<file path="src/rtl/rr_mux_arbiter_pkg.sv">
// Shared constants, state encoding and helpers for the round-robin mux arbiter.
package rr_mux_arbiter_pkg;

    localparam int unsigned N            = 16;
    localparam int unsigned SEL_W        = $clog2(N);
    localparam int unsigned MAX_HOLD_DEF = 8;

    typedef enum logic {
        IDLE  = 1'b0,
        GRANT = 1'b1
    } state_t;

    function automatic logic [N-1:0] onehot(input logic [SEL_W-1:0] idx);
        onehot = {{(N-1){1'b0}}, 1'b1} << idx;
    endfunction

endpackage

</file>
<file path="src/rtl/rr_pick.sv">
// Rotated find-first: lowest eligible requester at or after start, wrapping modulo N.
module rr_pick
    import rr_mux_arbiter_pkg::*;
(
    input  logic [N-1:0]     req,
    input  logic [N-1:0]     mask,
    input  logic [SEL_W-1:0] start,
    output logic [SEL_W-1:0] winner_c,
    output logic             any_c
);

    localparam int unsigned POS_W = SEL_W + 1;

    logic [N-1:0]     eligible;
    logic [2*N-1:0]   dbl;
    logic [2*N-1:0]   dbl_from_start;
    logic [POS_W-1:0] pos;
    logic [SEL_W-1:0] offset;

    // Doubling the vector turns the wrap-around search into a plain priority encode.
    always_comb begin
        eligible       = req & ~mask;
        dbl            = {eligible, eligible};
        dbl_from_start = dbl & ({(2*N){1'b1}} << start);
        pos            = '0;
        for (int i = 2*N-1; i >= 0; i--) begin
            if (dbl_from_start[i]) begin
                pos = POS_W'(i);
            end
        end
        offset   = SEL_W'(pos - {1'b0, start});
        winner_c = start + offset;
        any_c    = |eligible;
    end

endmodule

</file>
<file path="src/rtl/rr_mux_arbiter.sv">
// Round-robin arbiter driving the select of a shared 16:1 bit mux, with bounded hold time
// and a registered copy of the selected data bit.
module rr_mux_arbiter
    import rr_mux_arbiter_pkg::*;
#(
    parameter int unsigned MAX_HOLD = MAX_HOLD_DEF
) (
    input  logic             clk,
    input  logic             rst_n,
    input  logic [N-1:0]     req,
    input  logic [N-1:0]     data_in,
    output logic [N-1:0]     gnt,
    output logic [SEL_W-1:0] sel,
    output logic             sel_valid,
    output logic             data_out,
    output logic             timeout
);

    localparam int unsigned      HOLD_W    = (MAX_HOLD == 0) ? 1 : $clog2(MAX_HOLD) + 1;
    localparam logic [HOLD_W-1:0] HOLD_LAST = HOLD_W'((MAX_HOLD == 0) ? 0 : MAX_HOLD - 1);
    localparam logic [HOLD_W-1:0] HOLD_SAT  = {HOLD_W{1'b1}};

    state_t            state_q, state_d;
    logic [SEL_W-1:0]  ptr_q, ptr_d;
    logic [HOLD_W-1:0] hold_cnt_q, hold_cnt_d;
    logic [N-1:0]      gnt_q, gnt_d;
    logic [SEL_W-1:0]  sel_q, sel_d;
    logic              sel_valid_q, sel_valid_d;
    logic              data_out_q, data_out_d;
    logic              timeout_q, timeout_d;

    logic [SEL_W-1:0]  pick_start_c;
    logic [N-1:0]      pick_mask_c;
    logic [SEL_W-1:0]  pick_winner_c;
    logic              pick_any_c;
    logic              take_c;

    // While granted, the search starts after the holder and never returns the holder itself.
    always_comb begin
        pick_start_c = ptr_q;
        pick_mask_c  = '0;
        if (state_q == GRANT) begin
            pick_start_c = sel_q + 1'b1;
            pick_mask_c  = onehot(sel_q);
        end
    end

    rr_pick u_pick (
        .req      (req),
        .mask     (pick_mask_c),
        .start    (pick_start_c),
        .winner_c (pick_winner_c),
        .any_c    (pick_any_c)
    );

    always_comb begin
        state_d     = state_q;
        ptr_d       = ptr_q;
        hold_cnt_d  = hold_cnt_q;
        gnt_d       = gnt_q;
        sel_d       = sel_q;
        sel_valid_d = sel_valid_q;
        timeout_d   = 1'b0;
        take_c      = 1'b0;
        data_out_d  = sel_valid_q ? data_in[sel_q] : 1'b0;

        unique case (state_q)
            IDLE: begin
                take_c = pick_any_c;
            end
            GRANT: begin
                hold_cnt_d = (hold_cnt_q == HOLD_SAT) ? hold_cnt_q : hold_cnt_q + 1'b1;
                if (!req[sel_q]) begin
                    ptr_d = pick_start_c;
                    if (pick_any_c) begin
                        take_c = 1'b1;
                    end else begin
                        state_d     = IDLE;
                        gnt_d       = '0;
                        sel_valid_d = 1'b0;
                        hold_cnt_d  = '0;
                    end
                end else if ((MAX_HOLD != 0) && (hold_cnt_q == HOLD_LAST)) begin
                    // Revoke only under contention; a lone holder just restarts its count.
                    hold_cnt_d = '0;
                    if (pick_any_c) begin
                        take_c    = 1'b1;
                        ptr_d     = pick_start_c;
                        timeout_d = 1'b1;
                    end
                end
            end
            default: begin
                state_d = IDLE;
            end
        endcase

        if (take_c) begin
            state_d     = GRANT;
            gnt_d       = onehot(pick_winner_c);
            sel_d       = pick_winner_c;
            sel_valid_d = 1'b1;
            hold_cnt_d  = '0;
        end
    end

    always_ff @(posedge clk or negedge rst_n) begin
        if (!rst_n) begin
            state_q     <= IDLE;
            ptr_q       <= '0;
            hold_cnt_q  <= '0;
            gnt_q       <= '0;
            sel_q       <= '0;
            sel_valid_q <= 1'b0;
            data_out_q  <= 1'b0;
            timeout_q   <= 1'b0;
        end else begin
            state_q     <= state_d;
            ptr_q       <= ptr_d;
            hold_cnt_q  <= hold_cnt_d;
            gnt_q       <= gnt_d;
            sel_q       <= sel_d;
            sel_valid_q <= sel_valid_d;
            data_out_q  <= data_out_d;
            timeout_q   <= timeout_d;
        end
    end

    assign gnt       = gnt_q;
    assign sel       = sel_q;
    assign sel_valid = sel_valid_q;
    assign data_out  = data_out_q;
    assign timeout   = timeout_q;

endmodule

</file>
<file path="config.mk">
export PLATFORM = sky130hd
export DESIGN_NAME = rr_mux_arbiter
export DESIGN_NICKNAME = d
export VERILOG_FILES = /design/src/rtl/rr_mux_arbiter_pkg.sv /design/src/rtl/rr_pick.sv /design/src/rtl/rr_mux_arbiter.sv
export SDC_FILE = /design/constraint.sdc
export NUM_CORES = 1
export LEC_CHECK = 0
export CORE_ASPECT_RATIO = 0.6
export CORE_MARGIN = 2
export CORE_UTILIZATION = 47
export DETAILED_ROUTE_END_ITERATION = 16
export HOLD_SLACK_MARGIN = 0.1
export PLACE_DENSITY = 0.77
export SLEW_MARGIN = 20
export SYNTH_ARGS = -nofsm -noshare
export SYNTH_HDL_FRONTEND = slang
export SYNTH_SLANG_ARGS = --single-unit
</file>
<file path="constraint.sdc">
create_clock -name clk -period 4.5 [get_ports clk]
set_input_delay 1.35 -clock clk [delete_from_list [all_inputs] [get_ports clk]]
set_output_delay 1.35 -clock clk [all_outputs]
set_load 0.02 [all_outputs]
</file>
==> results of run 1 <==
-- kinds of logic after synthesis --
group / synth area share
flops: 0.2819
mux: 0.1040
compound gates: 0.2864
simple gates: 0.2132
fa+ha+maj: 0.04405
buf+inv: 0.05286
xor+xnor: 0.01762
-- layer usage --
layer  wire (um)  vias to the layer above  track usage
li1            -                     1388            -
met1        4038                     1451       0.3791
met2        3865                      177       0.4167
met3         908                       17      0.06531
met4          99                        0      0.04054
met5           0                        -            0
-- synth_stat cells (3+ instances only) --
master	number
a21o_1	3
dfrtp_1	32
a22oi_1	4
mux2_2	3
a31oi_1	3
buf_2	3
nor3_1	4
o21ai_0	11
buf_4	3
o21a_1	6
nand4_1	3
nand3b_1	5
o22ai_1	4
a21oi_1	19
mux4_2	10
o21ai_1	8
nand2_1	35
buf_6	5
a22o_1	20
ha_1	10
and2_1	5
nor2_1	15
a311oi_1	3
nand3_1	9
inv_1	12
nand2b_1	7
-- path summary, 6_finish.rpt --
kind	startpoint	to	slack, ps	depth (start not counted)
worst max-delay path	req[4]	gnt[0]	150	17
worst min-delay path	gnt[14]	gnt[14]	510	1
worst max register to register	sel[1]	gnt[0]	170	17
worst min register to register	gnt[14]	gnt[14]	510	1
max in group asynchronous	rst_n	sel[2]	2750	2
min in group asynchronous	rst_n	gnt[13]	1450	2
-- timing repair --
| item | in CTS | in global routing |
|---|---|---|
| setup endpoints to repair | 17 | 17 |
| resized for setup | 9 | 33 |
| setup buffers | 3 | 2 |
| pin swaps | 2 | 15 |
-- stage by stage --
step / cells / area, um^2 / hold slack [ps]
finish: 493 / 4143 / 508.7
global route: 493 / 4143 / 520.5
floorplan: 302 / 2840 / 483.2
CTS: 491 / 4013 / 512.3
detailed placement: 480 / 3825 / 490.7
global placement: 480 / 3825 / 492.1
-- area by class of cell --
type                    count  share of cell area
multi-input cells         244              0.4857
repair buffers            116              0.2546
flip-flops and latches     32              0.1933
well taps                  80             0.02416
clock buffers               7             0.02326
inverters                  13             0.01178
clock inverters             1            0.007249
-- worst reg2reg max path, cell delays in order (launching register included) --
cell      delay [ps]
dfrtp_1          480
ha_1             250
ha_1             320
or3b_1           380
o22ai_1          300
a31oi_1          230
o21ai_2          230
a211oi_2         110
or3_4            360
ha_4             180
ha_4             260
buf_4            100
inv_1             30
ha_1             370
nor2_1           260
nand2_1           90
nor2_1           160
a22o_1           170
-- flip-flops by register name (all words and copies together), names as in the netlist --
register and flops:
sel_valid 1, gnt 16, ptr_q 4, sel 4
timeout 1, data_out 1, hold_cnt_q 4, state_q 1
==> impl_metrics.csv, run 1 <==
group,metric,value,unit
logic_synthesis,async_flop_share,1.000,
critical_path,crit_path_cell_trace,"clkdlybuf4s50_1, o21ai_1, buf_4, a21o_1, nand2_1, o22ai_2, nor2_1, or3_4, ha_4, ha_4, buf_4, inv_1, ha_1, nor2_1, nand2_1, nor2_1, a22o_1",
placement,io_buffers,56,
layout,syn_to_final_growth,45.86,%
routing,viasPerCell,6.152,
routing,ant_nets,0,
floorplan,initial_utilization,0.4981,
layout,nFillCells,436,
critical_path,cpPeakStageDelay,440,ps
global_routing,grt_pass1_wl,13990,um
cts,clockBufferDepth,2,
floorplan,fp-row-count,21,
sta,final.setup_skew,13.78,ps
sta,worst-slew-pin-transition,441.7,ps
logic_synthesis,synth_top_area_frac,0.2819,
routing,wl_per_cell,18.08,um
sta,fin_ws,146.6,ps
placement,pre_cts_ws,-686.2,ps
global_routing,track_usage,0.2653,
logic_synthesis,syn_area,0.002840,mm^2
floorplan,core-area,0.005702,mm^2
routing,num_vias,3033,
floorplan,design.die.area,0.006701,mm^2
critical_path,worstSetupPathType,"in -> reg",
placement,place_congestion,1.001,
routing,dr.pass1.iters,5,
flow_run,cap_viol_max_count,0,
global_routing,grt_max_degree,33,
routing,drc,0,
layout,fin_nets,456,
layout,final_layout_size_suffix_gt1_frac,0.3099,
critical_path,cp.arrival,4590,ps
sta,fin_setup_tns,0,ps
critical_path,path_max_fanout,6,
logic_synthesis,synth_edf_count,0,
sta,slew_violations,0,
critical_path,crit_buf_inv,4,
critical_path,path_common_cell,"nor2_1",
sta,slew_headroom,0.7033,
logic_synthesis,yosysSeqAreaShare,0.2819,
floorplan,die_y,64.22,um
outcome,status,"finished, final reports clean",
cts,clkTransAtPathRegs,70,ps
layout,final_common_cell,"buf_4",
logic_synthesis,synthFlopType,"dfrtp_1",
cts,cts_hold_buf,0,
sta,fin_crit_sh,0.9674,
floorplan,die_x,104.4,um
cts,clock_latency,300,ps
global_routing,grt_remaining_overflow,0,
logic_synthesis,yosys_warnings,0,
sta,setup_viol,0,
routing,wl,8912,um
cts,cts_root_buf,"clkbuf_8",
global_routing,grt_pass1_vias,2795,
logic_synthesis,yosys-top-cells-area,"dfrtp_1 (28%), mux4_2 (7.9%), a22o_1 (6.2%)",
floorplan,io_pins,57,
routing,drtIter0Drc,278,
min_path,min_path_type,"reg -> reg",
placement,dp_hpwl,6843,um
layout,multi_input_area,0.002012,mm^2
cts,numCtsBuffers,5,
layout,seq_area,800.8,um^2
global_routing,grt_antenna_before_repair,0,
logic_synthesis,synthCells,302,
logic_synthesis,ys_ff_latch,32,
layout,fin_util,0.7266,
critical_path,critPathRequiredTime,4730,ps
logic_synthesis,synth_nets,346,
critical_path,cp-end-kind,"flop",
layout,antenna_cells,0,
sta,fmax,229.7,MHz
critical_path,worst_setup_path_start_kind,"input pin",
critical_path,crit_slowest_cell,"clkdlybuf4s50_1",
cts,cts_tree,"yes",
logic_synthesis,avgSynthCellArea,9.405,um^2
critical_path,crit_family,"simple AND/OR/NAND/NOR gates",
cts,clock-sinks,32,
sta,hold_viol,0,
logic_synthesis,synth_top_cell_by_area,"dfrtp_1",
sta,period_minus_slack,4353,ps
layout,final_cell_mix,"buf_4 (58), clkdlybuf4s50_1 (44), nand2_1 (34)",
logic_synthesis,ys_types,71,
cts,htreeDepth,2,
Power of run 1 is left out: the tool's default activity adds up to more than one toggle a clock period on the data nets, which glitch-free logic cannot reach.
==> run 2: changes to the inputs <==
- CTS_CLUSTER_DIAMETER: unset -> 120
==> results of run 2 <==
Same layout as run 1: the final DEF is identical, and so are final timing and power.
Power of run 2 is left out for the same reason.
==> run 3: changes to the inputs <==
- CORE_UTILIZATION: 47 -> 40
- HOLD_SLACK_MARGIN: 0.1 -> 0.03
- PLACE_DENSITY: 0.77 -> 0.67
==> impl_metrics.csv, run 3 (synthesis results as in run 1) <==
group,metric,value,unit
critical_path,cp-end-kind,"flop",
cts,cts_root_buf,"clkbuf_16",
layout,final_layout_size_suffix_gt1_frac,0.2995,
global_routing,track_usage,0.2272,
critical_path,r2r_slack,210,ps
cts,clock_latency,280,ps
routing,drc,0,
critical_path,worst_setup_path_start_kind,"input pin",
floorplan,initial_utilization,0.4200,
cts,clockBufferDepth,2,
placement,place_congestion,0.9559,
layout,nFillCells,586,
critical_path,reg2reg_to,"gnt[11]",
floorplan,core-area,0.006763,mm^2
critical_path,worstSetupPathType,"in -> reg",
layout,antenna_cells,0,
cts,htreeDepth,2,
floorplan,io_pins,57,
routing,dr.pass1.iters,5,
layout,final_common_cell,"buf_4",
outcome,status,"finished, final reports clean",
floorplan,fp-row-count,23,
critical_path,path_max_fanout,5,
layout,final_cell_mix,"buf_4 (59), clkdlybuf4s50_1 (49), nand2_1 (34)",
floorplan,design.die.area,0.007813,mm^2
cts,cts_tree,"yes",
routing,num_vias,2943,
sta,period_minus_slack,4431,ps
global_routing,grt_remaining_overflow,0,
floorplan,die_y,69.27,um
sta,slew_violations,0,
critical_path,critPathRequiredTime,4670,ps
routing,ant_nets,0,
floorplan,die_x,112.8,um
cts,cts_hold_buf,0,
routing,wl,8753,um
layout,largest_register_ff_count,16,
flow_run,cap_viol_max_count,0,
global_routing,grt_max_degree,33,
sta,fin_crit_sh,0.9846,
layout,seq_area,800.8,um^2
sta,final.setup_skew,5.645,ps
critical_path,reg2reg_from,"sel[0]",
routing,viasPerCell,5.874,
placement,io_buffers,56,
min_path,min_path_type,"reg -> reg",
cts,clock-sinks,32,
layout,fin_nets,457,
placement,pre_cts_ws,-640.6,ps
sta,slew_headroom,0.6757,
routing,drtIter0Drc,255,
routing,wl_per_cell,17.47,um
cts,clkTransAtPathRegs,60,ps
global_routing,grt_pass1_wl,14390,um
critical_path,crit_path_start,"req[2]",
sta,fin_ws,69.17,ps
global_routing,grt_pass1_vias,2738,
critical_path,endpoint,"gnt[11]",
global_routing,grt_antenna_before_repair,0,
sta,hold_viol,0,
layout,fin_util,0.6209,
placement,dp_hpwl,6770,um
critical_path,cp.arrival,4600,ps
critical_path,r2r_cells,19,
sta,fmax,225.7,MHz
sta,setup_viol,0,
layout,syn_to_final_growth,47.84,%
cts,numCtsBuffers,5,
layout,multi_input_area,0.002036,mm^2
sta,worst-slew-pin-transition,483.1,ps
-- run 3: per-layer routing --
| layer | wire [um] | part of all wire | GRT usage |
|---|---|---|---|
| met4 | 42 | 0.0048 | 0.02439 |
| met3 | 617 | 0.070 | 0.03759 |
| met1 | 4426 | 0.51 | 0.3641 |
| met5 | 0 | 0 | 0 |
| met2 | 3666 | 0.42 | 0.3280 |
-- run 3: worst min-delay path by stage --
stage,startpoint,endpoint,slack [ps],depth (start not counted)
floorplan,ptr_q[0],ptr_q[0],480,1
global route,gnt[8],gnt[8],530,1
finish,gnt[3],gnt[3],510,1
CTS,gnt[14],gnt[14],510,1
global placement,gnt[8],gnt[8],490,1
detailed placement,gnt[3],gnt[3],490,1
-- run 3: cell type report --
class	instances	share of cell area
Timing Repair Buffer	116	0.2470
Tap cell	87	0.02592
Inverter	13	0.01162
Multi-Input combinational cell	245	0.4848
Clock inverter	3	0.01013
Clock buffer	5	0.02980
Sequential cell	32	0.1907
-- run 3: metrics by stage --
stage	setup TNS (ps)	instance area (um^2)	instances	hold slack [ps]
after floorplan	0	2840	302	483.2
after global placement	-9367	3849	489	489.8
after detailed placement	-10570	3849	489	494.7
after CTS	0	4121	499	507.2
after global routing	-5.021	4199	501	525.8
final	0	4199	501	505.9
-- run 3: repair_timing --
action / 4_1_cts / 5_1_grt
gates resized for setup: 17 / 15
gates cloned: 1 / 0
pin swaps: 9 / 11
buffers inserted: 2 / 2
endpoints found under the hold margin: 0 / 0
setup endpoints to repair: 18 / 17
-- run 3: worst max-delay path, cell delays in order --
cell and delay, ps:
clkdlybuf4s50_1 420, o31a_1 170, nor2_2 140, o211ai_1 100
o221a_2 250, o21ai_2 170, a211oi_2 90, or3_4 350
ha_4 180, ha_4 210, nand2_2 70, o31ai_2 60
a31o_1 230, o2bb2ai_4 180, xnor2_4 190, and4b_1 230
a22o_1 200
Power of run 3 is left out for the same reason.
